===== src/rtl/miriscv_mdu_pkg.sv =====
// Shared types and constants for the RV32M multiply/divide unit.
package miriscv_mdu_pkg;

  typedef enum logic [2:0] {
    MDU_MUL    = 3'd0,
    MDU_MULH   = 3'd1,
    MDU_MULHSU = 3'd2,
    MDU_MULHU  = 3'd3,
    MDU_DIV    = 3'd4,
    MDU_DIVU   = 3'd5,
    MDU_REM    = 3'd6,
    MDU_REMU   = 3'd7
  } mdu_op_e;

  typedef enum logic [1:0] {
    ST_IDLE,
    ST_MUL,
    ST_DIV,
    ST_DONE
  } mdu_state_e;

  localparam int unsigned DIV_ITERS = 32;
  localparam int unsigned CNT_W     = $clog2(DIV_ITERS);

endpackage


===== src/rtl/miriscv_mdu_div.sv =====
// Iterative unsigned 32/32 restoring divider, one quotient bit per cycle.
// The start cycle performs the first step; done_o flags the cycle computing the last bit.
module miriscv_mdu_div
  import miriscv_mdu_pkg::*;
(
  input  logic        clk_i,
  input  logic        arstn_i,
  input  logic        start_i,
  input  logic        kill_i,
  input  logic [31:0] dividend_i,
  input  logic [31:0] divisor_i,
  output logic [31:0] quotient_o,
  output logic [31:0] remainder_o,
  output logic        done_o
);

  logic             busy_q, busy_d;
  logic [CNT_W-1:0] cnt_q, cnt_d;
  logic [31:0]      rem_q, rem_d, quo_q, quo_d, dsr_q, dsr_d;

  logic [31:0] rem_in, quo_in, dsr_in;
  logic [32:0] shifted;
  logic        ge;
  logic [31:0] step_rem, step_quo;

  // Partial remainder stays below the divisor, so the difference fits in 32 bits.
  always_comb begin
    rem_in   = start_i ? 32'd0      : rem_q;
    quo_in   = start_i ? dividend_i : quo_q;
    dsr_in   = start_i ? divisor_i  : dsr_q;
    shifted  = {rem_in, quo_in[31]};
    ge       = shifted >= {1'b0, dsr_in};
    step_rem = ge ? (shifted[31:0] - dsr_in) : shifted[31:0];
    step_quo = {quo_in[30:0], ge};
  end

  assign done_o      = busy_q && (cnt_q == CNT_W'(DIV_ITERS - 1));
  assign quotient_o  = step_quo;
  assign remainder_o = step_rem;

  always_comb begin
    busy_d = busy_q;
    cnt_d  = cnt_q;
    rem_d  = rem_q;
    quo_d  = quo_q;
    dsr_d  = dsr_q;
    if (kill_i) begin
      busy_d = 1'b0;
      cnt_d  = '0;
    end else if (start_i) begin
      busy_d = 1'b1;
      cnt_d  = CNT_W'(1);
      rem_d  = step_rem;
      quo_d  = step_quo;
      dsr_d  = divisor_i;
    end else if (busy_q) begin
      rem_d = step_rem;
      quo_d = step_quo;
      cnt_d = done_o ? '0 : cnt_q + CNT_W'(1);
      if (done_o) busy_d = 1'b0;
    end
  end

  always_ff @(posedge clk_i or negedge arstn_i) begin
    if (!arstn_i) begin
      busy_q <= 1'b0;
      cnt_q  <= '0;
      rem_q  <= '0;
      quo_q  <= '0;
      dsr_q  <= '0;
    end else begin
      busy_q <= busy_d;
      cnt_q  <= cnt_d;
      rem_q  <= rem_d;
      quo_q  <= quo_d;
      dsr_q  <= dsr_d;
    end
  end

endmodule


===== src/rtl/miriscv_mdu.sv =====
// RV32M multiply/divide unit: MUL 2 cycles, DIV 33 cycles (2 for divide-by-zero/overflow).
// Stalls the pipeline while busy; kill aborts immediately, keep suppresses a restart.
module miriscv_mdu
  import miriscv_mdu_pkg::*;
(
  input  logic        clk_i,
  input  logic        arstn_i,
  input  logic        mdu_req_i,
  input  logic [31:0] mdu_port_a_i,
  input  logic [31:0] mdu_port_b_i,
  input  logic [2:0]  mdu_op_i,
  input  logic        mdu_kill_i,
  input  logic        mdu_keep_i,
  output logic        mdu_stall_req_o,
  output logic [31:0] mdu_result_o
);

  mdu_state_e  state_q, state_d;
  mdu_op_e     op_q;
  logic [31:0] a_q, b_q, result_q, result_d;
  logic        div_first_q;
  logic        start_en, stall;

  logic        signed_div, a_neg, b_neg, div_zero, div_ovf, special, div_start, div_done;
  logic [31:0] a_abs, b_abs, div_quo, div_rem, quo_fin, rem_fin, quo_sp, rem_sp;
  logic        mul_a_sx, mul_b_sx;
  logic signed [63:0] mul_a, mul_b, mul_p;

  // 33x33 signed product; its low 64 bits are exact for every RV32M operand mix.
  assign mul_a_sx = ((op_q == MDU_MULH) || (op_q == MDU_MULHSU)) && a_q[31];
  assign mul_b_sx = (op_q == MDU_MULH) && b_q[31];
  assign mul_a    = {{32{mul_a_sx}}, a_q};
  assign mul_b    = {{32{mul_b_sx}}, b_q};
  assign mul_p    = mul_a * mul_b;

  assign signed_div = ~op_q[0];
  assign a_neg      = signed_div & a_q[31];
  assign b_neg      = signed_div & b_q[31];
  assign a_abs      = a_neg ? -a_q : a_q;
  assign b_abs      = b_neg ? -b_q : b_q;
  assign div_zero   = (b_q == 32'd0);
  assign div_ovf    = signed_div && (a_q == 32'h8000_0000) && (b_q == 32'hFFFF_FFFF);
  assign special    = div_zero | div_ovf;
  assign div_start  = (state_q == ST_DIV) && div_first_q && !special && !mdu_kill_i;

  assign quo_fin = (a_neg ^ b_neg) ? -div_quo : div_quo;
  assign rem_fin = a_neg ? -div_rem : div_rem;
  assign quo_sp  = div_zero ? 32'hFFFF_FFFF : 32'h8000_0000;
  assign rem_sp  = div_zero ? a_q : 32'd0;

  miriscv_mdu_div u_div (
    .clk_i       (clk_i),
    .arstn_i     (arstn_i),
    .start_i     (div_start),
    .kill_i      (mdu_kill_i),
    .dividend_i  (a_abs),
    .divisor_i   (b_abs),
    .quotient_o  (div_quo),
    .remainder_o (div_rem),
    .done_o      (div_done)
  );

  always_comb begin
    state_d  = state_q;
    result_d = result_q;
    stall    = 1'b0;
    start_en = 1'b0;
    case (state_q)
      ST_IDLE: begin
        if (mdu_req_i && !mdu_keep_i && !mdu_kill_i) begin
          stall    = 1'b1;
          start_en = 1'b1;
          state_d  = mdu_op_i[2] ? ST_DIV : ST_MUL;
        end
      end
      ST_MUL: begin
        stall    = 1'b1;
        result_d = (op_q == MDU_MUL) ? mul_p[31:0] : mul_p[63:32];
        state_d  = ST_DONE;
      end
      ST_DIV: begin
        stall = 1'b1;
        if (div_first_q && special) begin
          result_d = op_q[1] ? rem_sp : quo_sp;
          state_d  = ST_DONE;
        end else if (div_done) begin
          result_d = op_q[1] ? rem_fin : quo_fin;
          state_d  = ST_DONE;
        end
      end
      ST_DONE: state_d = ST_IDLE;
      default: state_d = ST_IDLE;
    endcase
    if (mdu_kill_i) begin
      stall    = 1'b0;
      start_en = 1'b0;
      state_d  = ST_IDLE;
      result_d = result_q;
    end
  end

  always_ff @(posedge clk_i or negedge arstn_i) begin
    if (!arstn_i) begin
      state_q     <= ST_IDLE;
      op_q        <= MDU_MUL;
      a_q         <= '0;
      b_q         <= '0;
      result_q    <= '0;
      div_first_q <= 1'b0;
    end else begin
      state_q     <= state_d;
      result_q    <= result_d;
      div_first_q <= start_en;
      if (start_en) begin
        a_q  <= mdu_port_a_i;
        b_q  <= mdu_port_b_i;
        op_q <= mdu_op_e'(mdu_op_i);
      end
    end
  end

  assign mdu_stall_req_o = stall;
  assign mdu_result_o    = result_q;

endmodule


===== config.mk =====
export PLATFORM = sky130hd
export DESIGN_NAME = miriscv_mdu
export DESIGN_NICKNAME = d
export VERILOG_FILES = /design/src/rtl/miriscv_mdu_pkg.sv /design/src/rtl/miriscv_mdu_div.sv /design/src/rtl/miriscv_mdu.sv
export SDC_FILE = /design/constraint.sdc
export NUM_CORES = 2
export LEC_CHECK = 0
export CAP_MARGIN = 20
export CORE_ASPECT_RATIO = 0.9
export CORE_MARGIN = 1
export CORE_UTILIZATION = 34
export CTS_CLUSTER_DIAMETER = 200
export DETAILED_ROUTE_END_ITERATION = 16
export PLACE_DENSITY = 0.48
export SKIP_LAST_GASP = 1
export SLEW_MARGIN = 0
export SYNTH_ARGS = -nofsm -noshare
export SYNTH_HDL_FRONTEND = slang
export SYNTH_HIERARCHICAL = 1
export SYNTH_SLANG_ARGS = --single-unit
export TNS_END_PERCENT = 20

===== constraint.sdc =====
create_clock -name clk_i -period 9.62 [get_ports clk_i]
set_input_delay 1.443 -clock clk_i [delete_from_list [all_inputs] [get_ports clk_i]]
set_output_delay 1.443 -clock clk_i [all_outputs]
set_load 0.005 [all_outputs]

==> out/results.tsv <==
stage	metric	value	unit
critical_path	path_delay_family	adder cells	
grt	grt_start_max_net_pins	103	
yosys	synthesis.nets	7481	
timing	finalSetupTns	0	ns
place	dp_hpwl	149.5	mm
critical_path	worst-r2r-cell-count	26	
floorplan	die_y	377.3	µm
route	drt_pass1_iterations	6	
timing	drv_slew	0	
critical_path	endpoint_kind	register	
floorplan	io_pins	105	
cts	cts_buffers	23	
place	io_buffer_count	104	
route	detail_route.wl_per_cell	22.48	µm
yosys	ys_seq_area_frac	0.09593	
place	dpl_cell_area	56980	µm²
critical_path	worstReg2RegEnd	mdu_result_o[5]	
cts	cts_tree	yes	
critical_path	critical-path-max-stage-delay	1.09	ns
grt	grt_usage	0.2338	
route	dr_total_vias	41264	
timing	rsz0062_at_grt	true	
layout	final_util	0.3738	
floorplan	core_area	155100	µm²
timing	period_share	0.9536	
yosys	ys.flop_type	dfrtp_1	
timing	skew	0.02384	ns
critical_path	start_kind	register	
floorplan	dieArea	158100	µm²
yosys	netlist_instances	6028	
grt	grt_pass1_vias	43106	
timing	slew_headroom	0.2446	
layout	syn2layout_area_growth	8.953	%
critical_path	rr_startpoint	a_q[8]	
cts	cts_root_buf	clkbuf_16	
cts	cts.reportedPaths.clkPinSlew	0.07	ns
layout	mostFrequentLayoutCell	inv_1	
job	cap_viol_max_count	0	
cts	clk_latency	0.59	ns
yosys	synth-edff-count	0	
floorplan	rows	137	
yosys	async_flop_share	1.000	
grt	grtUsageMet1	0.3464	
layout	fillers	15962	
layout	final_cell_mix	inv_1, fa_1, nand2_1	
yosys	syn_avg_cell_area	8.828	µm²
grt	antenna_found_initial	12	
place	gp_congestion	0.9410	
layout	final_layout_size_suffix_gt1_frac	0.07171	
yosys	syn-cell-area	53220	µm²
floorplan	initial_core_util	0.3430	
critical_path	r2r_slack	0.45	ns
cts	cts_buffer_depth	3	
critical_path	required	10.06	ns
grt	grt-ovfl-total	0	
grt	grt.met2_usage	0.3630	
critical_path	cp-startpoint	a_q[8]	
cts	hold_buffers	0	
grt	grt_busiest_layer	met2	
cts	cts-htree-levels	1	
critical_path	crit_path_top_delay_cell	dfrtp_1	
critical_path	critPathArrivalTime	9.61	ns
timing	max_freq	109.0	MHz
layout	finalNetCount	7432	
layout	finalInstanceArea	57980	µm²
route	routed_wirelength	181.8	mm
floorplan	die_w	419.0	µm
timing	finalCriticalPeriod	9.174	ns
timing	worst_slew_pin_slew	1.133	ns
route	vias_per_cell	5.103	
cts	cts_sinks	204	
critical_path	crit_end	mdu_result_o[5]	
timing	setup_viol	0	
critical_path	cp_common_cell	fa_1	
timing	hold_violations	0	
route	drc	0	
yosys	yosysUniqueCellTypes	85	
critical_path	critical_path_buf_inv_count	6	
hold_path	hold_path.class	register to register	
yosys	synth_seq_cells	204	
grt	met3_usage	0.02990	
run_status	status	finished, final reports clean	
grt	grt_pass1_wl	278.5	mm
route	ant_nets	0	
yosys	yosys_warnings	6	
critical_path	cp.depth	26	
critical_path	critPathMaxFanout	16	
route	drt_iter0_drc	3270	
critical_path	worst-setup-path-type	register to register	
timing	whs	0.4723	ns
-- final cells by class --
class	count	area (µm²)	area share
clock inverter	14	227.7	0.003927
sequential	204	5134	0.08854
antenna	5	12.51	0.0002158
multi-input combinational	4217	42100	0.7261
tap	2085	2609	0.04499
clock buffer	28	614.3	0.01060
inverter	1234	4636	0.07995
timing repair buffer	299	2650	0.04570
-- synth_stat cells (14+ instances only) --
master | n | area, µm²
a211oi_1 | 14 | 105.1
a21o_1 | 44 | 330.3
a21oi_1 | 199 | 996.0
a221oi_1 | 14 | 122.6
a31oi_1 | 36 | 225.2
and2_1 | 302 | 1889
and3_1 | 29 | 181.4
buf_1 | 73 | 274.0
clkbuf_1 | 279 | 1047
dfrtp_1 | 204 | 5105
fa_1 | 1126 | 22540
ha_1 | 255 | 3191
inv_1 | 1232 | 4624
mux2_2 | 110 | 1239
mux2_4 | 14 | 210.2
mux2i_1 | 69 | 690.7
nand2_1 | 1009 | 3787
nand2b_1 | 18 | 112.6
nand3_1 | 36 | 180.2
nand4_1 | 32 | 200.2
nor2_1 | 187 | 701.9
nor2b_1 | 46 | 287.8
nor3_1 | 46 | 230.2
nor4_1 | 15 | 93.84
o211ai_1 | 15 | 112.6
o21ai_0 | 137 | 685.7
o21bai_1 | 24 | 180.2
o31ai_1 | 35 | 262.8
or2_2 | 16 | 100.1
or3_1 | 18 | 112.6
xnor2_1 | 138 | 1209
xor2_1 | 77 | 674.4
-- stage by stage --
| step | instances | setup slack (ns) |
|---|---|---|
| 3_3_place_gp | 8029 | 0.5140 |
| 3_5_place_dp | 8030 | 0.4440 |
| 5_1_grt | 8082 | -0.004600 |
| 4_1_cts | 8072 | 0.3709 |
| 2_1_floorplan | 6028 | 0.7735 |
| 6_report | 8086 | 0.4461 |
-- routing by layer --
| layer | up-vias | share of wire |
|---|---|---|
| li1 | 18175 | - |
| met1 | 21620 | 0.46 |
| met2 | 1310 | 0.44 |
| met3 | 159 | 0.066 |
| met4 | 0 | 0.025 |
| met5 | - | 0 |
-- worst register-to-register path, delay by kind of cell, from the launching register on --
family,cells,cell delay (ns)
AOI/OAI and AO/OA,9,2.27
xor gates and xnor gates,1,0.52
adders and majority gates,9,4.46
buffers and inverters,6,0.51
DFF,1,1.09
and+or+nand+nor,1,0.19
-- logic make-up (layout without fill, tap and decap cells) --
family / count (synthesis) / in the layout / share of synthesized area
compound gates: 630 / 630 / 0.07554
xor+xnor: 215 / 215 / 0.03538
fa+ha+maj: 1381 / 1381 / 0.4835
buf+inv: 1607 / 1575 / 0.1143
flops: 204 / 204 / 0.09593
mux: 193 / 193 / 0.04020
other cells: 0 / 5 / 0
simple gates: 1798 / 1798 / 0.1551
-- flip-flops by register name, summed over array words and instances, names as in the netlist --
register	count
op_q	3
state_q	2
u_div/dsr_q	32
div_first_q	1
u_div/cnt_q	5
b_q	32
u_div/rem_q	32
mdu_result_o	32
u_div/busy_q	1
u_div/quo_q	32
a_q	32
-- worst min path at each step --
stage	startpoint	end	cells past startpoint
after floorplan	u_div/rem_q[11]	u_div/rem_q[11]	2
after global placement	u_div/quo_q[16]	u_div/quo_q[16]	2
after detailed placement	u_div/quo_q[24]	u_div/quo_q[24]	2
after CTS	u_div/rem_q[12]	u_div/rem_q[12]	2
after global routing	u_div/rem_q[13]	u_div/rem_q[13]	2
final	u_div/rem_q[8]	u_div/rem_q[8]	2
-- timing repair --
item / CTS / global route
endpoints found under the hold margin: 0 / 0
setup buffers: 0 / 6
resized for setup: 0 / 4
endpoints found under the setup margin: 0 / 4
Power is not shown: default switching activity piles up to over one toggle a cycle in this logic, so the estimate is an artifact.
